### src/rtl/regbank_ctrl.sv
// Register-bank issue/writeback controller: scoreboarded issue gating plus a
// round-robin arbiter feeding a single registered write port.
module regbank_ctrl (
  input  logic        clk,
  input  logic        rst,
  input  logic        iss_valid,
  output logic        iss_ready,
  input  logic [3:0]  iss_rs1,
  input  logic [3:0]  iss_rs2,
  input  logic [3:0]  iss_rd,
  input  logic        iss_use_rs1,
  input  logic        iss_use_rs2,
  input  logic        iss_wr,
  input  logic        alu_wb_valid,
  input  logic        mem_wb_valid,
  input  logic [3:0]  alu_wb_rd,
  input  logic [3:0]  mem_wb_rd,
  input  logic [31:0] alu_wb_data,
  input  logic [31:0] mem_wb_data,
  output logic        alu_wb_ready,
  output logic        mem_wb_ready,
  output logic [3:0]  rad1,
  output logic [3:0]  rad2,
  output logic [3:0]  wad,
  output logic        r1,
  output logic        r2,
  output logic        wen,
  output logic [31:0] wdata,
  output logic [15:0] pending,
  output logic        busy,
  output logic        wb_err
);

  typedef enum logic {PRI_ALU, PRI_MEM} pri_t;

  pri_t        pri_q, pri_d;
  logic [15:0] pending_d;
  logic        wen_d, err_d;
  logic [3:0]  wad_d;
  logic [31:0] wdata_d;
  logic        hazard, fire, alu_grant, mem_grant;

  always_comb begin
    hazard = (iss_use_rs1 && pending[iss_rs1]) ||
             (iss_use_rs2 && pending[iss_rs2]) ||
             (iss_wr      && pending[iss_rd]);
    iss_ready = !rst && !hazard;
    fire      = iss_valid && iss_ready;
    rad1      = iss_rs1;
    rad2      = iss_rs2;
    r1        = fire && iss_use_rs1;
    r2        = fire && iss_use_rs2;

    alu_wb_ready = !rst && (!mem_wb_valid || pri_q == PRI_ALU);
    mem_wb_ready = !rst && (!alu_wb_valid || pri_q == PRI_MEM);
    alu_grant    = alu_wb_valid && alu_wb_ready;
    mem_grant    = mem_wb_valid && mem_wb_ready;

    // Pointer only moves on a conflict: the loser gets priority next time.
    pri_d = pri_q;
    if (alu_wb_valid && mem_wb_valid)
      pri_d = alu_grant ? PRI_MEM : PRI_ALU;

    pending_d = pending;
    if (wen)
      pending_d[wad] = 1'b0;
    if (fire && iss_wr)
      pending_d[iss_rd] = 1'b1;

    err_d = wb_err || (wen && !pending[wad]);

    wen_d   = alu_grant || mem_grant;
    wad_d   = wad;
    wdata_d = wdata;
    if (alu_grant) begin
      wad_d   = alu_wb_rd;
      wdata_d = alu_wb_data;
    end else if (mem_grant) begin
      wad_d   = mem_wb_rd;
      wdata_d = mem_wb_data;
    end
  end

  always_ff @(posedge clk) begin
    if (rst) begin
      pri_q   <= PRI_ALU;
      pending <= '0;
      wb_err  <= 1'b0;
      wen     <= 1'b0;
      wad     <= '0;
      wdata   <= '0;
    end else begin
      pri_q   <= pri_d;
      pending <= pending_d;
      wb_err  <= err_d;
      wen     <= wen_d;
      wad     <= wad_d;
      wdata   <= wdata_d;
    end
  end

  assign busy = |pending;

endmodule

### config.mk
export PLATFORM = sky130hd
export DESIGN_NAME = regbank_ctrl
export DESIGN_NICKNAME = d
export VERILOG_FILES = /design/src/rtl/regbank_ctrl.sv
export SDC_FILE = /design/constraint.sdc
export NUM_CORES = 1
export LEC_CHECK = 0
export BUFFER_PORTS_ARGS = -buffer_cell sky130_fd_sc_hd__buf_2
export CORE_AREA = 4 4 85 166
export DETAILED_ROUTE_END_ITERATION = 10
export DIE_AREA = 0 0 89 170
export GPL_ROUTABILITY_DRIVEN = 0
export PLACE_DENSITY = 0.53
export SYNTH_ARGS = -nofsm -noshare
export SYNTH_HDL_FRONTEND = slang
export SYNTH_SLANG_ARGS = --single-unit
### constraint.sdc
create_clock -name clk -period 4.2 [get_ports clk]
set_clock_uncertainty 0.15 [all_clocks]
set_input_delay 0.84 -clock clk [delete_from_list [all_inputs] [get_ports clk]]
set_output_delay 0.84 -clock clk [all_outputs]
set_load 0.01 [all_outputs]
## Word level (Yosys, flattened, before mapping)

Cells that the tools add are included.

- Bits in registers: 55
- Bits in latches: 0
- RAM bits: 0
- Memory bits (read-only): 0
- Bits of input ports: 92
- Word-level logic and storage cells: 64
- Memories: 0

- Add/sub/neg operators: 0
- Multipliers: 0
- Divide/modulo/power cells: 0
- $lt $le $gt $ge: 6
- Equal/unequal tests: 0
- Shift operators: 0
- Muxes and demuxes: 19
- Bitwise gates (word level): 4
- Reduce and logical (&&, ||, !) cells: 29

Operators by type and width:

| operator | count |
|---|---|
| $mux 32 | 2 |
| $mux 16 | 2 |
| $lt 4x5->1 const B | 4 |
| $and 16x16->16 | 1 |
| $bmux 1 s4 | 4 |
| $logic_and 1x1->1 | 16 |
| $not 16->16 | 1 |
| $or 16x16->16 | 1 |
| $reduce_or 16->1 | 1 |
| $demux 1 s4 | 2 |
| $ge 4x1->1 const B | 2 |
| $mux 4 | 2 |
| $mux 1 | 7 |
| $logic_or 1x1->1 | 6 |
| $logic_not 1->1 | 5 |
| $reduce_bool 2->1 | 1 |
| $not 1->1 | 1 |

## Logic depth before layout (Yosys ltp)

Gate-level depths: netlist of the first run.

- Depth in word-level cells: 10
- Mapped depth: 8
- Gate-level depth less buffers: 6

## Worst setup path after synthesis of the first run

OpenSTA, ideal clock, no wires.

- Kind: input to output
- Start point: input iss_rs1[0]
- End point: output r1
- Data arrival time: 2.665 ns
- Setup slack: 0.545 ns
- Stages: 7
- Cells stage by stage: clkbuf_1 > mux4_2 > o211a_2 > nor3_2 > nand3_1 > buf_6 > nor3_1

- Cells in the longest elaborated chain, start to end: 9

Ends and longest elaborated chain:

| what | line | source |
|---|---|---|
| from (decl) | 8 | `input logic [3:0] iss_rs1,` |
| $bmux 1 s4 | 44 | `hazard = (iss_use_rs1 && pending[iss_rs1]) \|\|` |
| $mux 1 (implied by the code) | 44 |  |
| $logic_and 1x1->1 | 44 |  |
| $logic_or 1x1->1 | 44 |  |
| $logic_or 1x1->1 | 45 | `(iss_use_rs2 && pending[iss_rs2]) \|\|` |
| $logic_not 1->1 | 47 | `iss_ready = !rst && !hazard;` |
| $logic_and 1x1->1 | 47 |  |
| $logic_and 1x1->1 | 48 | `fire = iss_valid && iss_ready;` |
| $logic_and 1x1->1 | 51 | `r1 = fire && iss_use_rs1;` |
| to (decl) | 25 | `output logic r1,` |

Every way passes these cells. The select of a mux whose other input is x is not followed.

## Worst setup path in the final report of the first run

- Start point: input iss_rd[0]
- End point: output r2

- Cells in the longest elaborated chain, start to end: 8

Ends and longest elaborated chain:

| what | line | source |
|---|---|---|
| from (decl) | 10 | `input logic [3:0] iss_rd,` |
| $bmux 1 s4 | 46 | `(iss_wr && pending[iss_rd]);` |
| $mux 1 (implied by the code) | 46 |  |
| $logic_and 1x1->1 | 46 |  |
| $logic_or 1x1->1 | 45 |  |
| $logic_not 1->1 | 47 |  |
| $logic_and 1x1->1 | 47 |  |
| $logic_and 1x1->1 | 48 |  |
| $logic_and 1x1->1 | 52 | `r2 = fire && iss_use_rs2;` |
| to (decl) | 26 | `output logic r2,` |

Every way passes these cells. The select of a mux whose other input is x is not followed.

==> flow_summary.json, run 1 <==
{
  "die_area_sq_um": 15100,
  "cts_hold_buf": 0,
  "synth_simple_gate_area_frac": 0.240,
  "dieHeight_microns": 170,
  "synth-xor-area-share": 0.00280,
  "ys_top_cells_by_area": "dfxtp_1 (35%), a311oi_1 (10%), mux4_2 (8.7%)",
  "placedCellCount": 645,
  "r2r_end": "pending[6]",
  "synth_compound_area_frac": 0.206,
  "power.density_nw_per_um2": 305,
  "synth_top_family_by_area": "simple AND/OR/NAND/NOR gates",
  "synthAdderAreaFrac": 0,
  "status": "finished, final reports clean",
  "syn-cell-area_sq_um": 3120,
  "ys_ff_latch": 55,
  "crit_chain": "buf_2 -> mux4_2 -> mux2_2 -> and3_1 -> nor3_2 -> nand3_1 -> nor3_1 -> buf_2",
  "io_pins": 160,
  "path_class": "in2out",
  "startpoint_type": "input pin",
  "grt_pass1_vias": 3413,
  "crit_slowest_cell": "mux4_2",
  "wl_mm": 11.7,
  "drive_above_1_share": 0.393,
  "start_util": 0.242,
  "power.switching_uw": 366,
  "p_int_uw": 888,
  "grt_start_max_net_pins": 41,
  "synth_fp_nets": 462,
  "peakVddDrop_mv": 0.143,
  "grt_pass1_wl_mm": 17.8,
  "power_uw": 1250,
  "critPathMaxFanout": 9,
  "period_share": 0.875,
  "cts_setup_buffers": 0,
  "grtUsageTotal": 0.151,
  "grt_setup_unrepaired": "false",
  "seqPwrFrac": 0.466,
  "fill_cells": 1400,
  "insertion_delay_ns": 0.29,
  "synth_largest_area_cell": "dfxtp_1",
  "synth-main-ff-cell": "dfxtp_1",
  "worst_ep_required_time_ns": 3.21,
  "area_delta_synth_final_pct": 31.6,
  "synth.area.mux_share": 0.123,
  "drt_iter0_markers": 101,
  "slew_violations": 0,
  "overflow": 0,
  "cp-end-kind": "output port",
  "antenna_found_initial": 0,
  "htreeDepth": 2,
  "nets": 592,
  "r2r-start": "pending[11]",
  "relSlewSlack": 0.589,
  "hpwl_mm": 9.07,
  "firstDrtPassIters": 4,
  "avgSynthCellArea_sq_um": 8.44,
  "path_depth": 8,
  "synthCells": 370,
  "n_antenna_cell": 0,
  "worst_pin_slew_ns": 0.617,
  "worstPathArrival_ns": 2.69,
  "clock_sinks": 55,
  "cts_resized": 0,
  "setup_ws_ns": 0.524,
  "io_buffers": 159,
  "p_leak_uw": 0.00189,
  "hp-class": "reg2reg",
  "final_cell_mix": "buf_2 (159), dfxtp_1 (55), nand3_1 (47), nand2_1 (43), nor2_1 (43)",
  "wl_per_cell_microns": 18.0,
  "cts_tree": "yes",
  "fin_cells": 653,
  "drv_cap": 0,
  "r2r_setup_slack_ns": 1.67,
  "pre_cts_ws_ns": 0.518,
  "synth_top_area_share": 0.353,
  "cts_made_buffers": 5,
  "cp_num_buf_inv": 2,
  "yosysWarnings": 0,
  "p_clk_frac": 0.324,
  "fin_crit_ns": 3.68,
  "path_delay_family": "multiplexers",
  "rows": 59,
  "synth_edf_count": 0,
  "core_area_sq_um": 12900,
  "setup_viol": 0,
  "path_clk_slew_ns": 0.07,
  "via_per_inst": 5.29,
  "final.setup.tns_ns": 0,
  "yosysSeqAreaShare": 0.353,
  "root_buffer": "clkbuf_16",
  "fmax_ghz": 0.272,
  "cpMostUsedCell": "buf_2",
  "pwr-share-comb": 0.211,
  "clockBufferDepth": 2,
  "finalHoldViolCount": 0,
  "drc": 0,
  "max_stage_delay_ns": 0.51,
  "vias": 3452,
  "ys_types": 39,
  "startpoint": "iss_rd[0]",
  "endpoint": "r2",
  "ff2ff_path_depth": 7,
  "ant_nets": 0,
  "synthArstFlopShare": 0,
  "netSwitchingFraction": 0.292,
  "die_w_microns": 89,
  "final_common_cell": "buf_2"
}
==> cell type report <==
class	count	area, sq um	share of cell area
clock inverter	1	5.00	0.00122
clock buffer	7	133	0.0323
sequential	55	1100	0.268
tap	152	190	0.0463
timing repair buffer	166	848	0.206
multi-input combinational	262	1800	0.437
inverter	10	37.5	0.00913
==> tightest hold or removal path, stage by stage, from the launching register on <==
cell	delay, ns
dfxtp_1	0.34
a21oi_1	0.05
nor2_1	0.07
==> cells by family after synthesis <==
group | Yosys count
flops | 55
compound gates | 76
simple gates | 162
xor+xnor | 1
buf+inv | 53
mux | 23
==> cell usage after synthesis, drive strengths merged, types with 3 or more instances <==
cell type,instances
a21oi,3
a311oi,36
and3,3
buf,14
clkbuf,29
dfxtp,55
inv,10
mux2i,9
mux4,12
nand2,43
nand2b,4
nand3,47
nand3b,6
nand4,3
nor2,43
nor3,3
nor4,4
o2111ai,4
o211ai,9
o21ai,8
o311ai,3
o41ai,6
==> through the flow <==
step | cell area [sq um] | hold WS (ns) | utilization
global placement | 3970 | 0.322 | 0.308
global route | 4110 | 0.358 | 0.318
floorplan | 3120 | 0.352 | -
detailed placement | 3970 | 0.333 | 0.308
CTS | 4110 | 0.348 | 0.318
finish | 4110 | 0.334 | 0.318
==> state kept, by name (all words and copies together), names as in the netlist <==
| signal | cells |
|---|---|
| pending | 16 |
| wad | 4 |
| wdata | 32 |
| wb_err | 1 |
| wen | 1 |
| pri_q | 1 |
==> power by group through the flow <==
stage	Sequential, uW	Clock (uW)	Combinational (uW)
after floorplan	599	0	142
after global placement	596	0	262
after detailed placement	596	0	267
after CTS	584	431	267
after global routing	589	444	291
final	584	406	264
==> per-layer routing <==
layer / GRT usage / wire length [microns] / vias to the layer above
li1: - / - / 1637
met1: 0.155 / 4100 / 1625
met2: 0.283 / 6310 / 159
met3: 0.0237 / 830 / 31
met4: 0.0784 / 503 / 0
met5: 0 / 0 / -
==> worst min path at each step <==
stage,slack [ns],end,startpoint,cells past startpoint
floorplan,0.35,wb_err,wb_err,2
global route,0.36,wdata[18],wdata[18],2
CTS,0.35,wdata[4],wdata[4],2
finish,0.33,wb_err,wb_err,2
detailed placement,0.33,wb_err,wb_err,2
global placement,0.32,wb_err,wb_err,2
Power figures use the tool's default switching activity.
==> inputs of run 2 (changes only) <==
--- a/config.mk
+++ b/config.mk
@@ -5,11 +5,13 @@
 export SDC_FILE = /design/constraint.sdc
 export NUM_CORES = 1
 export LEC_CHECK = 0
+export ABC_AREA = 1
 export BUFFER_PORTS_ARGS = -buffer_cell sky130_fd_sc_hd__buf_2
-export CORE_AREA = 4 4 85 166
+export CORE_AREA = 4 4 86 169
 export DETAILED_ROUTE_END_ITERATION = 10
-export DIE_AREA = 0 0 89 170
+export DIE_AREA = 0 0 90 173
 export GPL_ROUTABILITY_DRIVEN = 0
+export MAX_ROUTING_LAYER = met4
 export PLACE_DENSITY = 0.53
 export SYNTH_ARGS = -nofsm -noshare
 export SYNTH_HDL_FRONTEND = slang
==> constraint.sdc (replaced) <==
create_clock -name clk -period 4.2 [get_ports clk]
set_clock_uncertainty 0.15 [all_clocks]
set_input_delay 0.84 -clock clk [delete_from_list [all_inputs] [get_ports clk]]
set_output_delay 0.84 -clock clk [all_outputs]
set_load 0.05 [all_outputs]
==> flow_summary.json, run 2 <==
{
  "wl_per_cell_microns": 14.9,
  "min_from": "wdata[30]",
  "startpoint_type": "input pin",
  "final_cell_area_sq_um": 4270,
  "worst_ep_required_time_ns": 3.21,
  "cts_setup_buffers": 0,
  "critPathMaxFanout": 17,
  "die_area_sq_um": 15600,
  "synthTopCellsByCount": "nand2_1 (129), dfxtp_1 (55), a21oi_1 (52)",
  "power.density_nw_per_um2": 325,
  "core_area_sq_um": 13300,
  "clock_sinks": 55,
  "cts_hold_buf": 0,
  "nets": 731,
  "cts_tree": "yes",
  "grtUsageTotal": 0.149,
  "ant_nets": 0,
  "io_pins": 160,
  "hp-class": "reg2reg",
  "cts_made_buffers": 5,
  "worst_pin_slew_ns": 0.590,
  "grt_setup_unrepaired": "false",
  "start_util": 0.246,
  "insertion_delay_ns": 0.29,
  "finalHoldWorstSlack_ns": 0.313,
  "drive_above_1_share": 0.279,
  "syn-cell-area_sq_um": 3270,
  "grt_pass1_vias": 3708,
  "synth_top_area_share": 0.336,
  "yosysWarnings": 0,
  "drt_iter0_markers": 218,
  "cp-end-kind": "output port",
  "io_buffers": 159,
  "hpwl_mm": 9.19,
  "vias": 3856,
  "peakVddDrop_mv": 0.254,
  "overflow": 0,
  "reg.largest.list": "wdata: 32 flops, pending: 16 flops, wad: 4 flops",
  "ys_ff_latch": 55,
  "yosysSeqAreaShare": 0.336,
  "grt_start_max_net_pins": 38,
  "status": "finished, final reports clean",
  "wl_mm": 11.8,
  "root_buffer": "clkbuf_16",
  "path_class": "in2out",
  "path_clk_slew_ns": 0.06,
  "fin_crit_ns": 3.33,
  "via_per_inst": 4.86,
  "drv_cap": 0,
  "synthArstFlopShare": 0,
  "synthCells": 504,
  "grt_pass1_wl_mm": 18.5,
  "power_uw": 1390,
  "synth_fp_nets": 596,
  "cts_resized": 0,
  "startpoint": "iss_rd[0]",
  "clockBufferDepth": 2,
  "largest_reg_flops": 32,
  "synth_edf_count": 0,
  "ys_types": 26,
  "yosys.cell_count.top_type": "nand2_1",
  "setup_viol": 0,
  "fmax_ghz": 0.300,
  "n_antenna_cell": 0,
  "p_leak_uw": 0.00204,
  "die_w_microns": 90,
  "synth_largest_area_cell": "dfxtp_1",
  "r2r-start": "pri_q",
  "rows": 60,
  "area_delta_synth_final_pct": 30.3,
  "antenna_found_initial": 0,
  "synth-main-ff-cell": "dfxtp_1",
  "finalHoldViolCount": 0,
  "worstPathArrival_ns": 2.34,
  "avgSynthCellArea_sq_um": 6.50,
  "relSlewSlack": 0.606,
  "dieHeight_microns": 173,
  "final_common_cell": "buf_2",
  "slew_violations": 0,
  "drc": 0,
  "period_share": 0.793,
  "firstDrtPassIters": 5,
  "htreeDepth": 2,
  "final_cell_mix": "buf_2 (159), nand2_1 (129), dfxtp_1 (55), a21oi_1 (52), o21ai_0 (50)",
  "final.setup.tns_ns": 0,
  "top_register": "wdata",
  "ys_top_cells_by_area": "dfxtp_1 (34%), nand2_1 (15%), o21a_1 (8.3%)",
  "placed_area_sq_um": 4110
}
run 2: final cells by class:
cell class	instances	area, sq um
clock buffer	6	129
clock inverter	1	30.0
fill	1484	9020
inverter	45	169
multi-input combinational	369	1820
sequential	55	1100
tap	155	194
timing repair buffer	163	826
run 2: cells by family (layout without fill, tap and decap cells):
family	after synthesis	after routing	synth area share
AOI/OAI and AO/OA	155	155	0.277
buffers and inverters	80	215	0.110
DFF	55	55	0.336
and+or+nand+nor	214	214	0.277
run 2: critical path: stages:
cell and delay [ns]:
buf_2 0.23, inv_2 0.11, nand2_1 0.07, nand2_1 0.05, nand2_1 0.05, nand2_1 0.05
nand2_1 0.05, nand2_1 0.06, o21ai_2 0.14, nand2_2 0.07, nor2_4 0.11, buf_4 0.21
buf_2 0.30
run 2: path summary, 6_finish.rpt:
kind	endpoint	slack, ns	depth (start not counted)
worst max-delay path	iss_ready	0.87	13
worst max register to register	wdata[13]	2.23	9
worst min register to register	wdata[30]	0.31	2
worst min-delay path	wdata[30]	0.31	2
run 2: stage by stage:
stage               cells   util  setup slack (ns)
floorplan             504      -             0.553
global placement      787  0.309             0.908
detailed placement    787  0.309             0.868
CTS                   794  0.321             0.874
global route          794  0.321             0.693
finish                794  0.321             0.870
run 2: metal layers:
metal	vias up	share of wire	routed length [microns]	track usage
li1	1956	-	-	-
met1	1713	0.44	5180	0.187
met2	176	0.48	5640	0.243
met3	11	0.070	830	0.0283
met4	0	0.012	137	0.0416
met5	-	0	0	-
run 2: power by group:
part           internal [uW]  leakage, uW  switching [uW]
clock network            279    0.0000769             186
registers                547     0.000450            18.4
logic                    103      0.00152             254
